`config.mk`:
```
export PLATFORM = sky130hd
export DESIGN_NAME = ex_mem_buffer
export DESIGN_NICKNAME = d
export VERILOG_FILES = /design/src/rtl/ex_mem_buffer.sv
export SDC_FILE = /design/constraint.sdc
export NUM_CORES = 1
export LEC_CHECK = 0
export BUFFER_PORTS_ARGS = -buffer_cell sky130_fd_sc_hd__buf_2
export CORE_UTILIZATION = 52
export DETAILED_ROUTE_END_ITERATION = 8
export PLACE_DENSITY_LB_ADDON = 0.1
export SLEW_MARGIN = 5
export SYNTH_ARGS = -nofsm -noshare
export SYNTH_HDL_FRONTEND = slang
export SYNTH_SLANG_ARGS = --single-unit
```
`constraint.sdc`:
```
create_clock -name clk -period 1.65 [get_ports clk]
set_input_delay 0.165 -clock clk [delete_from_list [all_inputs] [get_ports clk]]
set_output_delay 0.165 -clock clk [all_outputs]
set_load 0.1 [all_outputs]
```
`src/rtl/ex_mem_buffer.sv`:
```
// ex_mem_buffer: two-entry FIFO skid buffer between the EX and MEM pipeline stages.
//
// Each entry carries the ALU result, store data, destination register index and the
// regWr/memRd/memWr controls (plus the ALU flags when EX_MEM_FLAGS_EN is defined).
// inReady and outValid depend only on registered occupancy, so neither handshake side
// sees a combinational path from the other.
//
// Optional feature macro: EX_MEM_FLAGS_EN
//   defined   -> zALU/oALU/cALU/nALU are stored per entry and presented on zOut..nOut
//   undefined -> no flag storage; zOut..nOut are tied to 0
//
// Ports:
//   clk          in   sole clock, rising edge
//   reset_n      in   synchronous active-low reset, dominates flush and handshakes
//   flush        in   synchronous discard of all buffered entries
//   inValid      in   upstream entry valid
//   inReady      out  buffer can take an entry (count != 2)
//   busALU       in   ALU result [DATA_W]
//   zALU..nALU   in   ALU zero/overflow/carry/negative flags
//   busStore     in   store data [DATA_W]
//   rdIn         in   destination register index [REG_W]
//   regWrIn      in   register write enable
//   memRdIn      in   memory read enable
//   memWrIn      in   memory write enable
//   outValid     out  head entry valid (count != 0)
//   outReady     in   downstream accepts head entry
//   busOut..memWrOut out  head entry fields, all 0 when the buffer is empty
//   count        out  number of buffered entries (0..2)
module ex_mem_buffer #(
    parameter int unsigned DATA_W = 32,
    parameter int unsigned REG_W  = 5
) (
    input  logic              clk,
    input  logic              reset_n,
    input  logic              flush,

    input  logic              inValid,
    output logic              inReady,
    input  logic [DATA_W-1:0] busALU,
    input  logic              zALU,
    input  logic              oALU,
    input  logic              cALU,
    input  logic              nALU,
    input  logic [DATA_W-1:0] busStore,
    input  logic [REG_W-1:0]  rdIn,
    input  logic              regWrIn,
    input  logic              memRdIn,
    input  logic              memWrIn,

    output logic              outValid,
    input  logic              outReady,
    output logic [DATA_W-1:0] busOut,
    output logic              zOut,
    output logic              oOut,
    output logic              cOut,
    output logic              nOut,
    output logic [DATA_W-1:0] busStoreOut,
    output logic [REG_W-1:0]  rdOut,
    output logic              regWrOut,
    output logic              memRdOut,
    output logic              memWrOut,

    output logic [1:0]        count
);

    typedef struct packed {
        logic [DATA_W-1:0] alu;
        logic [DATA_W-1:0] store;
        logic [REG_W-1:0]  rd;
        logic              reg_wr;
        logic              mem_rd;
        logic              mem_wr;
`ifdef EX_MEM_FLAGS_EN
        logic              z;
        logic              o;
        logic              c;
        logic              n;
`endif
    } entry_t;

    // slot0 is always the head; slot1 holds the second entry when count == 2.
    entry_t     slot0_q, slot0_d;
    entry_t     slot1_q, slot1_d;
    logic [1:0] count_q, count_d;

    entry_t     in_entry;
    entry_t     head;
    logic       accept;
    logic       emit;
    logic       write_head;

    always_comb begin
        in_entry        = '0;
        in_entry.alu    = busALU;
        in_entry.store  = busStore;
        in_entry.rd     = rdIn;
        in_entry.reg_wr = regWrIn;
        in_entry.mem_rd = memRdIn;
        in_entry.mem_wr = memWrIn;
`ifdef EX_MEM_FLAGS_EN
        in_entry.z      = zALU;
        in_entry.o      = oALU;
        in_entry.c      = cALU;
        in_entry.n      = nALU;
`endif
    end

    assign inReady  = (count_q != 2'd2);
    assign outValid = (count_q != 2'd0);
    assign accept   = inValid && inReady;
    assign emit     = outValid && outReady;

    // The new entry lands at the head if the buffer is, or is about to become, empty.
    assign write_head = (count_q == 2'd0) || ((count_q == 2'd1) && emit);

    always_comb begin
        slot0_d = slot0_q;
        slot1_d = slot1_q;
        count_d = count_q;
        if (flush) begin
            slot0_d = '0;
            slot1_d = '0;
            count_d = 2'd0;
        end else begin
            if (emit) begin
                slot0_d = slot1_q;
                slot1_d = '0;
            end
            if (accept) begin
                if (write_head) begin
                    slot0_d = in_entry;
                end else begin
                    slot1_d = in_entry;
                end
            end
            count_d = count_q + {1'b0, accept} - {1'b0, emit};
        end
    end

    always_ff @(posedge clk) begin
        if (!reset_n) begin
            slot0_q <= '0;
            slot1_q <= '0;
            count_q <= 2'd0;
        end else begin
            slot0_q <= slot0_d;
            slot1_q <= slot1_d;
            count_q <= count_d;
        end
    end

    // Outputs are forced to 0 whenever nothing is valid.
    assign head        = outValid ? slot0_q : '0;
    assign busOut      = head.alu;
    assign busStoreOut = head.store;
    assign rdOut       = head.rd;
    assign regWrOut    = head.reg_wr;
    assign memRdOut    = head.mem_rd;
    assign memWrOut    = head.mem_wr;
    assign count       = count_q;

`ifdef EX_MEM_FLAGS_EN
    assign zOut = head.z;
    assign oOut = head.o;
    assign cOut = head.c;
    assign nOut = head.n;
`else
    logic unused_flags;
    assign unused_flags = ^{zALU, oALU, cALU, nALU};
    assign zOut = 1'b0;
    assign oOut = 1'b0;
    assign cOut = 1'b0;
    assign nOut = 1'b0;
`endif

endmodule
```
=== Yosys cells after proc, flatten, opt, wreduce, memory -nomap -nowiden ===
Index checks and enable logic that the tools add are counted.

* Register bits after elaboration: 146
* Word-level logic and storage cells: 32
* Bits of input ports: 81

* Reductions and logical operators: 7
* Mux-type cells: 7
* Add/subtract/negate cells: 2
* Bitwise logic cells: 1
* Equal/unequal tests: 2

{| class="wikitable"
|+ Operators by type and width
! cell !! number
|-
| 72-bit two-way mux || 7
|-
| 1-bit logical AND || 3
|-
| 2-bit by 1-bit adder with 2-bit output || 1
|-
| 2-bit by 1-bit == test with 1-bit output, second input constant || 1
|-
| 2-bit zero test || 1
|-
| 2-bit != test, second input constant || 1
|-
| 2-bit nonzero test || 1
|-
| 2-bit OR reduction || 1
|-
| 2-bit by 1-bit subtractor with 2-bit output || 1
|-
| 1-bit logical OR || 1
|-
| 1-bit inverter || 1
|}

=== Logic depth before layout (Yosys ltp) ===
Gate-level depths: netlist (run 1).

* Depth in word-level cells: 6
* Depth in mapped cells: 8

=== Worst setup path before layout (run 1) ===
No wires, ideal clock.

* Kind: register to output
* From: reg count_q[0], in the netlist count[0]
* To: out busOut[22]
* Path buffers: 3
* Arrival time: 3.392 ns
* Stages on the path, launching flop included: 6
* Slack: -1.907 ns
* Cells stage by stage: dfxtp_1 buf_6 or2_2 clkbuf_1 clkbuf_1 and2_1

* Longest elaborated chain between the ends: 2

{| class="wikitable"
|+ Ends and longest elaborated chain
! element !! line !! RTL
|-
| start: declaration || 84 || <nowiki>logic [1:0] count_q, count_d;</nowiki>
|-
| start signal: assignment || 148 || <nowiki>count_q <= count_d;</nowiki>
|-
| 2-bit nonzero test || 109 || <nowiki>assign outValid = (count_q != 2'd0);</nowiki>
|-
| via outValid || 50 || <nowiki>output logic outValid,</nowiki>
|-
| 72-bit two-way mux || 153 || <nowiki>assign head = outValid ? slot0_q : '0;</nowiki>
|-
| end: declaration || 52 || <nowiki>output logic [DATA_W-1:0] busOut,</nowiki>
|}

The timed path passes the listed nets, and every way through them passes these cells.

=== Worst setup path in the final report (run 1) ===
* From: reg count_q[1], in the netlist count[1]
* To: out busOut[16]

* Longest elaborated chain between the ends: 2

{| class="wikitable"
|+ Ends and longest elaborated chain
! element !! line
|-
| 2-bit nonzero test || 109
|-
| 72-bit two-way mux || 153
|}

Every way passes these cells.

==> results of run 1 <==
==> registers in the layout, indices dropped and copies added, names as in the netlist <==
signal   cells
slot0_q     72
slot1_q     72
count        2
==> area by class of cell <==
class	count	area, um2
clock buffers	27	503
clock inverters	5	50.0
fillers	677	1940
inverters	1	3.75
multi-input cells	458	3470
flip-flops and latches	146	2930
well taps	168	210
repair buffers	255	3050
==> routing by layer <==
metal,track usage,vias up,part of all wire
met5,0,-,0
met4,0.137,0,0.026
met3,0.0847,58,0.070
met2,0.577,339,0.51
met1,0.355,3116,0.40
li1,-,2842,-
==> timing repair <==
item,in CTS,in global routing
setup endpoints to repair,74,72
pin swaps,5,25
gates resized for setup,37,31
gates cloned,1,7
buffers inserted,1,1
hold endpoints to repair,71,1
hold buffers,71,1
==> kinds of logic after synthesis <==
logic type | Yosys count | share of synthesized area
other | 1 | 0.000571
AO/OA/AOI/OAI | 223 | 0.322
multiplexers | 1 | 0.00152
flip-flops | 146 | 0.445
adder cells (fa/ha/maj) | 1 | 0.00191
AND/OR/NAND/NOR | 227 | 0.161
XOR/XNOR | 1 | 0.00133
buffers and inverters | 78 | 0.0658
==> where the power goes <==
| group | total [mW] | switching, mW | internal [mW] |
|---|---|---|---|
| clock network | 3.63 | 1.40 | 2.23 |
| registers | 3.69 | 0.0619 | 3.63 |
| logic | 1.58 | 0.952 | 0.631 |
| total | 8.90 | 2.42 | 6.48 |
==> worst max-delay path, stage by stage, from the launching register on <==
cell and delay [ns]:
dfxtp_4 0.36, or2_4 0.33, buf_12 0.19, and2_4 0.18
buf_12 0.16
==> Yosys cell counts (all sizes together) <==
master	number
a21oi	1
o21ai	1
or2	2
nand2b	3
mux2i	1
o2111a	1
conb	1
a22o	72
nor2b	2
o21a	1
xnor2	1
a31oi	72
buf	35
a21boi	1
a21o	1
inv	1
clkbuf	42
a21bo	1
o31ai	72
and2	73
ha	1
dfxtp	146
nor4bb	1
nand2	146
==> through the flow <==
stage / std cells / TNS (ns)
after floorplan: 681 / -10.16
final: 1060 / -9.00
after detailed placement: 946 / 0
after global placement: 946 / 0
after CTS: 1051 / -10.55
after global routing: 1060 / -11.18
==> final timing paths <==
kind / from / endpoint / slack (ns) / cells past startpoint
max: count[1] / busOut[16] / -0.15 / 4
min: inValid / count[1] / 0.28 / 4
max reg2reg: count[1] / slot1_q[71] / 0.06 / 5
min reg2reg: slot1_q[52] / slot0_q[52] / 0.47 / 2
==> metrics, run 1 <==
total CTS buffers 17; fin crit share 1.09; post-layout util 0.840; Worst Path Arrival 1.64 ns; Final Wtd Congestion around 0.76; fmax ~550 MHz; cell taking the most area after synthesis dfxtp_1; die extent in x 114 um; Root Driver clkbuf_16; vias in the first global route about 6800; vias per inst 6.00; Worst-Skew Late Latency about 0.42 ns; Setup violations, final 72; routed via count 6355; P_leak between 3 and 4 nW; H-tree Lvls 4; PD cells 871 nW/um2; layout net count between 900 and 1000; Final min period around 1.8 ns; num rows 40; Core ar. 12200 um2; pre-CTS WS 0.152 ns; Seq/Total Area, Yosys 0.445; Area Overhead vs Synth 55.6%; Syn Inst Count around 680; DRT iter0 DRCs 573; most frequent cells in the layout nand2_1, dfxtp_1, buf_12; synthesis warning total 0; # DRC 0; WL/cell 20.1 um; Detailed Routing Iterations Pass 1 7; fraction of layout instances using a drive strength above 1 0.411; largest net degree at the start of global routing 76; post-synth top area share 0.445; unrepaired setup endpoints after global routing true; final hold violations 0; Worst Hold Class in -> reg; failing checks setup timing; DPL Wire Length about 11000 um; Final Instance Area 10200 um2; synthesized flop and latch total ~150; Synth area leaders dfxtp_1, a31oi_2, a22o_1, nand2_1, o31ai_1; Syn Std Cell Area about 6600 um2; Worst-path clk slew roughly 0.06 ns; Placed Instance Area roughly 8700 um2; syn_area_per_cell roughly 9.7 um2; Total GRT Usage 0.320; starting density of the core 0.540; port bufs about 150; worst path required time about 1.5 ns; Final Max Tran Viols 0; Worst-Margin Slew just over 0.5 ns; Total Routed Length 21300 um; final hold slack ~0.28 ns; status finished, violations left; Setup Crit Path Kind reg -> out; Antenna Cells 0; antenna violations before repair 0; max cap viols 0; commonest non-fill, non-tap cell in the layout nand2_1; total gr overflow 0; CTS tree yes; CP endpoint kind primary output; Slew HR 0.658; CP max FO 20; full die area 13100 um2; clock buffer depth 2; CTS Sinks ~150; Clock Skew just over 0.008 ns; maximum VDD drop just under 800 uV; global-route wire length before repair about 33000 um; Power, Total 8.90 mW; post-route setup slack -0.153 ns; crit start category flip-flop; antenna-violating nets left 0; die height ~110 um; post-synth cell types 29; num ports about 160
(Power assumes the default switching activity.)
==> inputs of run 2 (changes only) <==
- PLACE_DENSITY: unset -> 0.78
- PLACE_DENSITY_LB_ADDON: 0.1 -> unset
==> metrics, run 2 (synthesis gave the netlist of run 1 again) <==
Setup Crit Path Kind reg -> out; max cap viols 0 (unchanged); DPL Wire Length 11300 um (+1.2%); global-route wire length before repair 33300 um (+1.3%); Final Max Tran Viols 0 (unchanged); reg2reg path depth 5 (unchanged); Finished Layout Cells 1054 (-0.57%); Critical Path, Cell by Cell or2_4, buf_12, and2_4, buf_12; Area Overhead vs Synth 54.9%; Top delay family on crit path simple AND/OR/NAND/NOR gates; num rows 40 (unchanged); CP max FO 14 (-30%); max layer used met4; # DRC 0 (unchanged); FF+latch area 2930 um2 (unchanged); final hold violations 0 (unchanged); full die area 13100 um2 (unchanged); r2r endpoint slot1_q[15]; die extent in x 114 um (unchanged); starting density of the core 0.540 (unchanged); WP buf/inv 2 (unchanged); Detailed Routing Iterations Pass 1 6 (-1); Total Routed Length 22100 um (+3.8%); maximum VDD drop 680 uV (-13%); Total GRT Usage 0.326 (+0.00552); dpl cells 944 (-0.21%); footprint of the multi-input gates 3470 um2 (unchanged); clock buffer depth 2 (unchanged); WHS Path Cells 2 (-2); CTS tree yes; fin crit share 1.08 (-0.0102); reg2reg start count[0]; antenna-violating nets left 0 (unchanged); Root Driver clkbuf_16; CP endpoint kind primary output; total CTS buffers 17 (unchanged); num ports 161 (unchanged); total gr overflow 0 (unchanged); worst path required time 1.48 ns (about the same); Worst Path Arrival 1.62 ns (-0.02 ns); vias per inst 6.07 (+1.3%); port bufs 152 (unchanged); post-route setup slack -0.136 ns (+0.0169 ns); Critical-path top delay cell dfxtp_4; Core ar. 12200 um2 (unchanged); Power, Total 9.00 mW (+1.1%); met1 WL 8680 um (+3.2%); Top cell by count, worst path buf_12; crit start category flip-flop; Worst Hold Class in -> reg; Setup violations, final 72 (unchanged); fraction of layout instances using a drive strength above 1 0.414 (+0.00306); WHS Endpoint slot1_q[36]; Worst-path clk slew 0.06 ns (about the same); H-tree Lvls 4 (unchanged); Final Wtd Congestion 0.782 (+2.4%); Worst-Skew Late Latency 0.42 ns (about the same); vias in the first global route 6539 (-3.5%); routed wl met3 1630 um (+10%); CTS Sinks 146 (unchanged); status finished, violations left; P_leak 3.83 nW (-1.5%); metal2 WL 11100 um (+3.0%); failing checks setup timing; unrepaired setup endpoints after global routing true; WL/cell 20.9 um (+4.4%); DRT iter0 DRCs 658 (+15%); largest net degree at the start of global routing 76 (unchanged); slowest stage delay, CP 0.35 ns (about the same); PD cells 885 nW/um2 (+1.6%); layout net count 952 (-0.94%); routed via count 6401 (+0.72%); antenna violations before repair 2 (+2); fmax 560 MHz (+0.95%); Final min period 1.79 ns (-0.0169 ns); hold_sp busStore[28]; commonest non-fill, non-tap cell in the layout nand2_1; layout filler cell count 605 (-11%); die height 114 um (unchanged); FF-to-FF setup slack 0.03 ns (-0.03 ns); Clock Skew 0.00902 ns (+0.000869 ns); most frequent cells in the layout nand2_1, dfxtp_1, buf_12
[run 2: cell count changes in the layout (fill, tap and decap cells not counted), sizes merged]
| cell | previous run | this run |
|---|---|---|
| clkbuf | 32 | 24 |
| clkinv | 4 | 2 |
| inv | 1 | 3 |
| buf | 178 | 175 |
| bufinv | 1 | 2 |
| diode | 0 | 3 |
| dlygate4sd3 | 72 | 67 |
| clkinvlp | 0 | 6 |
[run 2: layout make-up]
| type | instances | share of cell area |
|---|---|---|
| diodes | 3 | 0.000738 |
| clock buffers | 20 | 0.0429 |
| clock inverters | 12 | 0.0132 |
| inverters | 1 | 0.000369 |
| multi-input cells | 458 | 0.341 |
| flip-flops and latches | 146 | 0.288 |
| well taps | 168 | 0.0207 |
| repair buffers | 246 | 0.293 |
[run 2: how the worst max path moves through the flow]
stage / start / endpoint / slack [ns] / cells after the start
after detailed placement: count[1] / rdOut[2] / 0.13 / 4
after CTS: count[1] / rdOut[2] / -0.14 / 4
after floorplan: count[1] / busOut[0] / -0.16 / 5
after global routing: count[0] / busOut[22] / -0.18 / 4
after global placement: count[1] / busStoreOut[1] / 0.14 / 4
final: count[0] / busOut[20] / -0.14 / 4
[run 2: metrics by stage]
| step | utilization | cell area [um2] | hold WS, ns | setup WS [ns] | TNS (ns) |
|---|---|---|---|---|---|
| 6_report | 0.836 | 10200 | 0.00611 | -0.136 | -7.18 |
| 4_1_cts | 0.819 | 9950 | 0.00269 | -0.136 | -7.16 |
| 3_3_place_gp | 0.714 | 8680 | 0.393 | 0.145 | 0 |
| 2_1_floorplan | - | 6740 | 0.290 | -0.162 | -10.16 |
| 5_1_grt | 0.836 | 10200 | 0.00128 | -0.180 | -10.19 |
| 3_5_place_dp | 0.714 | 8680 | 0.398 | 0.133 | 0 |
[run 2: metal layers]
metal | up-vias | GRT usage
met5 | - | 0
met4 | 0 | 0.147
met3 | 56 | 0.0810
met2 | 382 | 0.547
met1 | 3150 | 0.394
li1 | 2813 | -
[run 2: report_power, final]
part | internal, mW | total [mW] | switching [mW]
clock | 2.23 | 3.74 | 1.51
sequential | 3.62 | 3.69 | 0.0672
combinational | 0.612 | 1.57 | 0.954
total | 6.46 | 9.00 | 2.53
[run 2: what timing repair did]
action,in CTS,in global routing
setup buffers,0,1
gates cloned,0,7
setup endpoints to repair,74,72
resized for setup,33,38
pin swaps,2,30
hold endpoints to repair,65,2
hold buffers,65,2
